### src/rtl/std_spi_mem_master.sv
// std_spi_mem_master
//   SPI initiator for a 48-bit register-memory SPI target. Takes one command
//   at a time (read/write, address, write data) and serialises the frame
//   {rw, 1'b0, addr, data} MSB-first. During reads it captures miso over the
//   data bits and returns them with a one-cycle response pulse. It supports
//   all four CPOL/CPHA modes, latched when a command is accepted.
//
//   Ports
//     clk, rst_n             system clock, async active-low reset
//     cpol, cpha             SPI mode, latched at command accept
//     cmd_valid/cmd_ready    command handshake (ready only while idle)
//     cmd_rw/addr/wdata      command fields (rw: 1 = write)
//     rsp_valid/rw/rdata     completion pulse, rw echo, read data (held)
//     busy                   accept through end of the inter-frame gap
//     sclk, cs_n, mosi, miso SPI pins
//
//   state  | meaning
//   S_IDLE | cmd_ready high, sclk tracks cpol, waiting for a command
//   S_LEAD | cs_n low, sclk idle, CS_LEAD cycles before the first edge
//   S_XFER | sclk toggles every HALF_DIV cycles, 2*frame-bits edges total
//   S_LAG  | sclk idle, CS_LAG cycles, then cs_n rises and response fires
//   S_GAP  | cs_n high for CS_IDLE cycles before the next command
module std_spi_mem_master #(
   parameter int ADDR_BITS = 10,
   parameter int DATA_BITS = 48,
   parameter int HALF_DIV  = 4,
   parameter int CS_LEAD   = 4,
   parameter int CS_LAG    = 4,
   parameter int CS_IDLE   = 8
) (
   input  logic                 clk,
   input  logic                 rst_n,
   input  logic                 cpol,
   input  logic                 cpha,
   input  logic                 cmd_valid,
   output logic                 cmd_ready,
   input  logic                 cmd_rw,
   input  logic [ADDR_BITS-1:0] cmd_addr,
   input  logic [DATA_BITS-1:0] cmd_wdata,
   output logic                 rsp_valid,
   output logic                 rsp_rw,
   output logic [DATA_BITS-1:0] rsp_rdata,
   output logic                 busy,
   output logic                 sclk,
   output logic                 cs_n,
   output logic                 mosi,
   input  logic                 miso
);

   localparam int HDR_BITS   = 2 + ADDR_BITS;
   localparam int FRAME_BITS = HDR_BITS + DATA_BITS;
   localparam int EDGES      = 2 * FRAME_BITS;
   localparam int EC_W       = $clog2(EDGES + 1);
   localparam int HD_W       = $clog2(HALF_DIV);
   localparam int PH_MAX     = (CS_LEAD > CS_LAG) ?
                               ((CS_LEAD > CS_IDLE) ? CS_LEAD : CS_IDLE) :
                               ((CS_LAG  > CS_IDLE) ? CS_LAG  : CS_IDLE);
   localparam int PH_W       = $clog2(PH_MAX + 1);

   typedef enum logic [2:0] {
      S_IDLE,
      S_LEAD,
      S_XFER,
      S_LAG,
      S_GAP
   } state_t;

   state_t                 state_q, state_d;
   logic                   ready_q, ready_d;
   logic                   cpha_q, cpha_d;
   logic                   rw_q, rw_d;
   logic [FRAME_BITS-1:0]  tx_q, tx_d;
   logic [DATA_BITS-1:0]   rx_q, rx_d;
   logic [HD_W-1:0]        half_q, half_d;
   logic [EC_W-1:0]        edge_q, edge_d;
   logic [PH_W-1:0]        phase_q, phase_d;
   logic                   sclk_q, sclk_d;
   logic                   cs_n_q, cs_n_d;
   logic                   mosi_q, mosi_d;
   logic                   rsp_valid_q, rsp_valid_d;
   logic                   rsp_rw_q, rsp_rw_d;
   logic [DATA_BITS-1:0]   rsp_rdata_q, rsp_rdata_d;
   logic [FRAME_BITS-1:0]  frame;

   assign frame     = {cmd_rw, 1'b0, cmd_addr, (cmd_rw ? cmd_wdata : {DATA_BITS{1'b0}})};
   assign cmd_ready = ready_q & (state_q == S_IDLE);
   assign busy      = (state_q != S_IDLE);
   assign sclk      = sclk_q;
   assign cs_n      = cs_n_q;
   assign mosi      = mosi_q;
   assign rsp_valid = rsp_valid_q;
   assign rsp_rw    = rsp_rw_q;
   assign rsp_rdata = rsp_rdata_q;

   always_ff @(posedge clk or negedge rst_n) begin
      if (!rst_n) begin
         state_q     <= S_IDLE;
         ready_q     <= 1'b0;
         cpha_q      <= 1'b0;
         rw_q        <= 1'b0;
         tx_q        <= '0;
         rx_q        <= '0;
         half_q      <= '0;
         edge_q      <= '0;
         phase_q     <= '0;
         sclk_q      <= 1'b0;
         cs_n_q      <= 1'b1;
         mosi_q      <= 1'b0;
         rsp_valid_q <= 1'b0;
         rsp_rw_q    <= 1'b0;
         rsp_rdata_q <= '0;
      end else begin
         state_q     <= state_d;
         ready_q     <= ready_d;
         cpha_q      <= cpha_d;
         rw_q        <= rw_d;
         tx_q        <= tx_d;
         rx_q        <= rx_d;
         half_q      <= half_d;
         edge_q      <= edge_d;
         phase_q     <= phase_d;
         sclk_q      <= sclk_d;
         cs_n_q      <= cs_n_d;
         mosi_q      <= mosi_d;
         rsp_valid_q <= rsp_valid_d;
         rsp_rw_q    <= rsp_rw_d;
         rsp_rdata_q <= rsp_rdata_d;
      end
   end

   always_comb begin
      state_d     = state_q;
      ready_d     = 1'b1;
      cpha_d      = cpha_q;
      rw_d        = rw_q;
      tx_d        = tx_q;
      rx_d        = rx_q;
      half_d      = half_q;
      edge_d      = edge_q;
      phase_d     = phase_q;
      sclk_d      = sclk_q;
      cs_n_d      = cs_n_q;
      mosi_d      = mosi_q;
      rsp_valid_d = 1'b0;
      rsp_rw_d    = rsp_rw_q;
      rsp_rdata_d = rsp_rdata_q;

      case (state_q)
         S_IDLE: begin
            sclk_d = cpol;
            if (cmd_valid && cmd_ready) begin
               cpha_d  = cpha;
               rw_d    = cmd_rw;
               // MSB goes out now; with cpha=0 the shift register already
               // points at bit 1, with cpha=1 edge 1 re-presents bit 0.
               tx_d    = cpha ? frame : (frame << 1);
               mosi_d  = frame[FRAME_BITS-1];
               cs_n_d  = 1'b0;
               rx_d    = '0;
               half_d  = '0;
               edge_d  = '0;
               phase_d = '0;
               state_d = S_LEAD;
            end
         end

         S_LEAD: begin
            if (phase_q == PH_W'(CS_LEAD - 1)) begin
               phase_d = '0;
               state_d = S_XFER;
            end else begin
               phase_d = phase_q + 1'b1;
            end
         end

         S_XFER: begin
            if (half_q == HD_W'(HALF_DIV - 1)) begin
               half_d = '0;
               sclk_d = ~sclk_q;
               edge_d = edge_q + 1'b1;
               // edge_q is the zero-based edge number: even = leading edge.
               // Sample edges are leading for cpha=0, trailing for cpha=1.
               if (edge_q[0] == cpha_q) begin
                  // miso is taken in the cycle just before the sample toggle;
                  // header bits occupy the first 2*HDR_BITS edges.
                  if (edge_q >= EC_W'(2 * HDR_BITS)) begin
                     rx_d = {rx_q[DATA_BITS-2:0], miso};
                  end
               end else if (edge_q != EC_W'(EDGES - 1)) begin
                  mosi_d = tx_q[FRAME_BITS-1];
                  tx_d   = tx_q << 1;
               end
               if (edge_q == EC_W'(EDGES - 1)) begin
                  state_d = S_LAG;
               end
            end else begin
               half_d = half_q + 1'b1;
            end
         end

         S_LAG: begin
            if (phase_q == PH_W'(CS_LAG - 1)) begin
               phase_d     = '0;
               cs_n_d      = 1'b1;
               mosi_d      = 1'b0;
               rsp_valid_d = 1'b1;
               rsp_rw_d    = rw_q;
               if (!rw_q) begin
                  rsp_rdata_d = rx_q;
               end
               state_d     = S_GAP;
            end else begin
               phase_d = phase_q + 1'b1;
            end
         end

         S_GAP: begin
            if (phase_q == PH_W'(CS_IDLE - 1)) begin
               phase_d = '0;
               state_d = S_IDLE;
            end else begin
               phase_d = phase_q + 1'b1;
            end
         end

         default: begin
            state_d = S_IDLE;
         end
      endcase
   end

endmodule

### config.mk
export PLATFORM = sky130hd
export DESIGN_NAME = std_spi_mem_master
export DESIGN_NICKNAME = d
export VERILOG_FILES = /design/src/rtl/std_spi_mem_master.sv
export SDC_FILE = /design/constraint.sdc
export NUM_CORES = 1
export LEC_CHECK = 0
export BUFFER_PORTS_ARGS = -buffer_cell sky130_fd_sc_hd__buf_2
export CORE_UTILIZATION = 40
export DETAILED_ROUTE_END_ITERATION = 10
export GPL_TIMING_DRIVEN = 0
export PLACE_DENSITY = 0.69
export SETUP_SLACK_MARGIN = 0.05
export SYNTH_ARGS = -nofsm -noshare
export SYNTH_HDL_FRONTEND = slang
export SYNTH_SLANG_ARGS = --single-unit
### constraint.sdc
create_clock -name clk -period 2.4 [get_ports clk]
set_input_delay 0.48 -clock clk [delete_from_list [all_inputs] [get_ports clk]]
set_output_delay 0.48 -clock clk [all_outputs]
set_load 0.005 [all_outputs]
After elaboration in Yosys (flattened, before gate mapping)
Cells that the tools add are included.
Widths: inputs -> output; s select.
Storage, ports and cells
  register bits: 180
  input bits: 65
  output and inout bits: 55
Cells by class
  $add $sub $neg: 3
  $lt $le $gt $ge: 1
  eq/ne operators: 20
  multiplexer cells: 42
  bitwise logic cells: 3
  reduce and logical (&&, ||, !) cells: 20
Operators with widths (count)
  $mux 60: 5
  $mux 48: 5
  $pmux 60 s2: 1
  $pmux 48 s2: 1
  $mux 3: 6
  $ne 2x2->1 const B: 9
  $pmux 3 s5: 1
  $mux 7: 2
  $pmux 7 s2: 1
  $mux 4: 3
  $pmux 4 s3: 1
  $reduce_and 6->1: 2
  $mux 1: 10
  $reduce_and 2->1: 5
  $reduce_and 5->1: 2
  $reduce_and 3->1: 3
  $reduce_bool 3->1: 3
  $add 7x1->7 const B: 1
  $eq 7x7->1 const B: 1
  $ge 7x5->1 const B: 1
  $ne 7x7->1 const B: 1
  $eq 3x2->1 const B: 2
  $add 4x1->4 const B: 1
  $eq 4x2->1 const B: 1
  17 further kinds: 21

Longest topological paths before layout
Gate-level depths: netlist of the first run.
  word-level depth: 5
  gate-level depth with buffers: 7

Least setup slack after synthesis of the first run
OpenSTA, ideal clock, no wires.
  path kind: register to register
  start: register phase_q[0]
  end: register rsp_rdata_q[27], in the netlist rsp_rdata[27]
  setup time: 125 ps
  data arrival time: 1761 ps
  data required time: 2275 ps
  path slack: 515 ps
  cell stages (with the launch flop): 8
  path buffers: 2
  clock period less this slack: 1885 ps
  path through: dfrtp_1 -> ha_1 -> nor3b_2 -> nand3_1 -> nor2_1 -> buf_4 -> buf_4 -> mux2_2
Between the ends
  word-level cells in the longest chain between the ends: 2
Ends and longest elaborated chain
  start, declared: line 76  | logic [PH_W-1:0] phase_q, phase_d;
  start signal, assigned: line 121  | phase_q <= phase_d;
  $eq 4x2->1: line 202  | if (phase_q == PH_W'(CS_LAG - 1)) begin
  $reduce_and 3->1 (no line)
  end signal, assigned: line 127  | rsp_rdata_q <= rsp_rdata_d;
  end, declared: line 82  | logic [DATA_BITS-1:0] rsp_rdata_q, rsp_rdata_d;
Every way passes these cells.
A chain may end at the register's enable or synchronous reset.

Worst setup path in the final report of the first run
  start: register phase_q[0]
  end: register rsp_rdata_q[31], in the netlist rsp_rdata[31]
Same word-level chain as after synthesis.

==> results of run 1 <==
## what timing repair did
| item | CTS | global route |
|---|---|---|
| setup endpoints to repair | 20 | 54 |
| gates resized for setup | 1 | 3 |
| hold buffers | 0 | 0 |
## power by group through the flow
stage | sequential [mW] | clock, mW | combinational, mW
finish | 3.94 | 2.93 | 2.51
global route | 4.00 | 3.10 | 2.83
CTS | 3.94 | 2.98 | 2.53
detailed placement | 3.99 | 0 | 2.51
global placement | 3.96 | 0 | 2.45
floorplan | 3.89 | 0 | 1.89
## routing by layer
layer  part of all wire  vias to the layer above  global-route usage
met4              0.010                        0             0.03969
met5                  0                        -                   0
li1                   -                     2839                   -
met1               0.50                     2971              0.2379
met3              0.026                       12             0.03497
met2               0.47                       76              0.2577
## flip-flops by register name, summed over array words and instances, names as in the netlist, 2 cells and up
name       count
state_q        3
tx_q          60
edge_q         7
half_q         2
rx_q          48
rsp_rdata     48
phase_q        4
## through the flow
step | std cells | setup WS (ns) | hold WS (ns) | setup TNS (ns)
after floorplan | 720 | 0.5145 | 0.1844 | 0
after global placement | 1112 | -2.098 | 0.4688 | -372.39
after detailed placement | 1113 | 0.02114 | 0.4749 | 0
after CTS | 1145 | 0.07705 | 0.02357 | 0
after global routing | 1145 | 0.05054 | 0.03010 | 0
final | 1145 | 0.2083 | 0.006465 | 0
## worst max-delay path, cell delays in order, from the launching register on
cell and delay, ns:
dfrtp_1 0.38, ha_1 0.26, nor3b_4 0.26, nand3_2 0.17, nor2_2 0.21, buf_4 0.23, buf_4 0.21, mux2_2 0.36
## kinds of logic after synthesis
logic type	Yosys count
AO/OA/AOI/OAI	142
XOR/XNOR	5
adder cells (fa/ha/maj)	4
buffers and inverters	105
flip-flops	180
multiplexers	169
other	1
AND/OR/NAND/NOR	114
## cell usage in the layout, fill, tap and decap left out, types with 2 or more instances in the layout
cell type and instances:
nand2_1 23, nand2b_1 4, clkbuf_8 2, xnor2_1 4
clkinv_4 2, a22o_1 50, a21oi_1 9, buf_4 12
nor2_2 2, nor3b_4 2, buf_6 3, bufinv_16 2
clkbuf_16 17, mux2_1 14, inv_1 54, nor2b_1 2
clkbuf_1 11, inv_6 2, a22oi_1 45, o21ai_0 18
nor3_1 2, nor3b_1 3, buf_2 141, nor2_1 54
mux2_2 52, ha_1 3, dfrtp_1 179, o31ai_1 4
clkinvlp_4 3, or3_1 2, mux2i_1 103, or4_1 2
a211oi_1 6, nand3b_1 2, inv_8 3, nand3_1 5
## final cells by class
type / instances / area share
clock buffers: 19 / 0.04463
flip-flops and latches: 180 / 0.4440
repair buffers: 118 / 0.06140
inverters: 54 / 0.01997
plain buffers: 51 / 0.02860
multi-input cells: 435 / 0.3510
well taps: 275 / 0.03390
clock inverters: 13 / 0.01652
## worst min-delay path by stage
stage | slack [ns] | startpoint | end
2_1_floorplan | 0.18 | rst_n | cpha_q
3_3_place_gp | 0.47 | tx_q[54] | tx_q[54]
3_5_place_dp | 0.47 | tx_q[52] | tx_q[52]
4_1_cts | 0.02 | rst_n | rx_q[44]
5_1_grt | 0.03 | rst_n | rx_q[43]
6_report | 0.006 | rst_n | rx_q[44]
==> summary.txt, run 1 <==
Final layout
  • # fillers: 1,945
  • Final instance area: between 0.01 and 0.015 mm²
  • Share of cells above drive strength 1: 0.2954
  • Area grow syn2layout: 18.77%
  • Diode count: 0
  • Final Net Count: slightly above 900
  • FF+latch area: 0.004506 mm²
  • Utilization after layout: 0.4843
  • Area of the multi-input gates: 0.003562 mm²

Logic synthesis
  • Number of synthesized register bits: 180
  • Post-synthesis compound-gate area fraction: 0.1296
  • Post-synth EDFFs: 0
  • Cell with the most instances after synthesis: dfrtp_1
  • Synth area leaders: dfrtp_1, mux2i_1, mux2_2
  • Largest family of logic cells by synthesized area: multiplexers
  • Async SR Flop Fraction: 1.000
  • Synth Flop Type: dfrtp_1
  • Mux contribution to synthesized area: 0.2076
  • Area share of the largest cell type after synthesis: 0.5242
  • Synth Area in Adders: 0.005857
  • Syn avg cell area: 11.87 µm²
  • Mapped Area: 0.008544 mm²
  • Top cells by count, synth: dfrtp_1, mux2i_1, nor2_1, inv_1, mux2_2
  • Area leader, netlist: dfrtp_1
  • Syn Nets: 789
  • Syn Inst Count: a little over 700
  • Simple-gate share of the synthesized area: 0.06633
  • Synth cell types: 53
  • Warnings from Yosys: 0
  • Synth Area in XOR/XNOR: 0.005125
  • Sequential share of the synthesized area: 0.5273

Placement
  • Hpwl dp: 12,180 µm
  • IO buf count: 117
  • Area post-placement: around 0.0095 mm²
  • Gpl congestion: 0.7517

Die
  • Io pins: 120
  • Initial Utilization: 0.4078
  • Core area: 0.02096 mm²
  • Horiz. Die Dim: 148.2 µm
  • Site row count: 53
  • Die area: around 0.022 mm²
  • Die height: 148.2 µm

Clock tree
  • CTS tree: yes
  • Htree depth: 4
  • Setup bufs post-CTS: 0
  • Clock latency on the worst-skew pair: 0.42 ns
  • TritonCTS Buffers: 17
  • Clk slew on worst S/H paths: 0.07 ns
  • Max clock buf depth: 2
  • Root Driver: clkbuf_16
  • CTS Sinks: 180

GRT
  • GRT Util Overall: 0.1664
  • Vias in the first global route: 5,705
  • Initial antenna violation count: 0
  • Largest net degree at the start of global routing: approximately 110
  • Gr ovfl total: 0
  • First-pass GRT wire length: 28,950 µm

Setup path
  • Worst Path Required: 2.70 ns
  • FF-to-FF path depth: 7
  • CP Capture Point: rsp_rdata[31]
  • Setup CP Type: reg -> reg
  • Maximum fanout along the worst path: 10
  • Worst setup EP type: flip-flop
  • CP Launch Type: flip-flop
  • CP Launch Point: phase_q[0]
  • CP arrival: 2.50 ns
  • R2R Setup Slk: 0.21 ns
  • RR Startpoint: phase_q[0]
  • RR Endpoint: rsp_rdata[31]

Timing
  • Final Hold Vio Count: 0
  • Final min period: 2.192 ns
  • Slew @ Worst Pin: around 0.61 ns
  • Final Cycle Share: 0.9132
  • Fmax: 456.3 MHz
  • Clock skew: 0.01101 ns
  • Max_slew headroom: 0.5902
  • RSZ-0062 raised after global routing: no
  • Final setup vio count: 0
  • Slew Viols, Final: 0

Run status
  • Run status: completed

Flow run
  • Max-Cap Viols: 0

Pwr
  • Pwr per Cell Area: 923.9 mW/mm²
  • Lkg Pwr: 5.033 nW
  • Switch share: 0.3279
  • Clock network power share: 0.312
  • Switch Pwr: 3.075 mW
  • Final Total Pwr: 9.376 mW
  • Worst VDD drop: 0.5200 mV
  • Sequential share of power: 0.421
  • Int Power: 6.301 mW
  • Comb power frac: 0.267

Detailed routing
  • Post-DR vias/cell: 5.151
  • Routed WL: 17,760 µm
  • First-pass detailed-route iteration total: 5
  • Post-DRT Antenna Nets: 0
  • Avg WL per Cell: 15.51 µm
  • DRC Markers: 0
  • Vias: between 5,000 and 6,000
  • DR iter-0 viols: ~290

Worst hold path
  • Hold Crit Class: in -> async
(Power assumes the default switching activity.)
==> inputs of run 2 (changes only) <==
PLACE_DENSITY = 0.68   (was 0.69)
==> run 2 against run 1 <==
Setup slack worse by 0.0091 ns. Clock skew down 0.0011 ns. Cell area down 0.42%. Fmax down 0.41%. Final cell count unchanged. Flip-flop and latch count unchanged. Via count down 0.68%. Worst hold slack better by 0.070 ns. Largest cell class unchanged.
==> summary.txt, run 2 (same netlist as run 1, synthesis figures left out) <==
Die
  • Core area: 0.02096 mm²
  • Die height: 148.2 µm
  • Io pins: 120
  • Horiz. Die Dim: 148.2 µm
  • Initial Utilization: 0.4078
  • Site row count: 53
  • Die area: 0.02195 mm²

Timing
  • Fmax: approximately 450 MHz
  • Max_slew headroom: 0.5140
  • Final Hold Vio Count: 0
  • TNS Setup: 0 ns
  • Clock skew: 0.009945 ns
  • Slew @ Worst Pin: 0.7290 ns
  • Final setup vio count: 0
  • Setup WS post-layout: 0.1993 ns
  • Hold WS: 0.07658 ns
  • Final min period: 2.201 ns
  • RSZ-0062 raised after global routing: no
  • Slew Viols, Final: 0
  • Final Cycle Share: 0.9170

Pwr
  • Worst VDD drop: between 0.4 and 0.5 mV
  • Final Total Pwr: 9.136 mW
  • Pwr per Cell Area: 904.1 mW/mm²
  • Lkg Pwr: between 5 and 6 nW

Final layout
  • Number of flip-flops in the largest register: 60
  • Final Net Count: 926
  • Most common cell after layout, fill and taps aside: dfrtp_1
  • Top reg by flops: tx_q
  • Utilization after layout: 0.4823
  • Diode count: 0
  • Share of cells above drive strength 1: 0.2966
  • Area grow syn2layout: 18.27%
  • Commonest non-fill, non-tap cells in the layout: dfrtp_1, buf_2, mux2i_1

Setup path
  • Worst setup EP type: flip-flop
  • Worst Path Required: 2.71 ns
  • Setup CP Type: reg -> reg
  • Maximum fanout along the worst path: 10
  • CP arrival: 2.51 ns
  • CP Launch Type: flip-flop

Detailed routing
  • Vias: 5,858
  • DR iter-0 viols: 269
  • Post-DR vias/cell: 5.116
  • DRC Markers: 0
  • Avg WL per Cell: between 15 and 20 µm
  • Routed WL: approximately 17,000 µm
  • Post-DRT Antenna Nets: 0
  • First-pass detailed-route iteration total: 4

GRT
  • GRT Util Overall: 0.1663
  • Initial antenna violation count: 0
  • Gr ovfl total: 0
  • First-pass GRT wire length: 29,170 µm
  • Vias in the first global route: slightly below 6,000
  • Largest net degree at the start of global routing: 100

Clock tree
  • CTS tree: yes
  • Hold buffer count at CTS: 0
  • Max clock buf depth: 2
  • Htree depth: 4
  • CTS Sinks: between 150 and 200
  • Clk slew on worst S/H paths: 0.07 ns
  • Clock latency on the worst-skew pair: approximately 0.42 ns
  • Root Driver: clkbuf_16
  • TritonCTS Buffers: 17

Placement
  • IO buf count: 117
  • Post-Place Setup Slack: 0.07387 ns
  • Hpwl dp: 12,110 µm
  • Gpl congestion: 0.7597

Run status
  • Run status: completed

Flow run
  • Max-Cap Viols: 0

Worst hold path
  • Hold Crit Class: in -> async
-- run 2: changes by cell type in the layout (fill, tap and decap cells not counted) --
cell	previous run	this run
inv_8	3	6
bufinv_16	2	0
and2_1	1	0
and2_2	0	1
clkbuf_8	2	1
clkinv_2	0	1
inv_6	2	1
-- run 2: routing by layer --
| layer | global-route usage | part of all wire | up-vias |
|---|---|---|---|
| li1 | - | - | 2830 |
| met1 | 0.2417 | 0.50 | 2916 |
| met2 | 0.2514 | 0.46 | 94 |
| met3 | 0.02607 | 0.027 | 18 |
| met4 | 0.05825 | 0.015 | 0 |
| met5 | 0 | 0 | - |
-- run 2: area by class of cell --
type                            instances  area, µm²
Multi-Input combinational cell        435       3563
Clock buffer                           18      439.2
Inverter                               54      202.7
Clock inverter                         14      137.6
Tap cell                              275      344.1
Fill cell                            1977      10850
Timing Repair Buffer                  118      623.1
Sequential cell                       180       4506
Buffer                                 51      290.3
-- run 2: final timing paths --
kind	from	to	slack, ns	cells after the start
setup / recovery	phase_q[0]	rsp_rdata[31]	0.20	7
hold / removal	rst_n	rsp_rdata[43]	0.08	1
setup reg to reg	phase_q[0]	rsp_rdata[31]	0.20	7
hold reg to reg	tx_q[49]	tx_q[49]	0.49	1
max in group asynchronous	rst_n	tx_q[34]	1.42	2
min in group clk	miso	rx_q[0]	0.27	2
-- run 2: metrics by stage --
step,cells,area [µm²]
global placement,1112,9474
finish,1145,10110
detailed placement,1113,9512
global route,1145,10110
CTS,1145,10090
floorplan,720,8544
-- run 2: timing repair --
item	CTS	global route
resized for setup	0	5
setup endpoints to repair	0	60
setup buffers	0	0
-- run 2: power by group --
group	leakage (nW)	switching, mW	internal, mW
combinational	2.33	1.42	1.08
clock	0.277	1.30	1.41
sequential	2.41	0.342	3.59
-- run 2: critical path: stages (launching register included) --
cell     delay (ns)
dfrtp_1        0.38
ha_1           0.25
nor3b_4        0.27
nand3_2        0.20
nor2_2         0.18
buf_4          0.23
buf_4          0.22
mux2_2         0.35
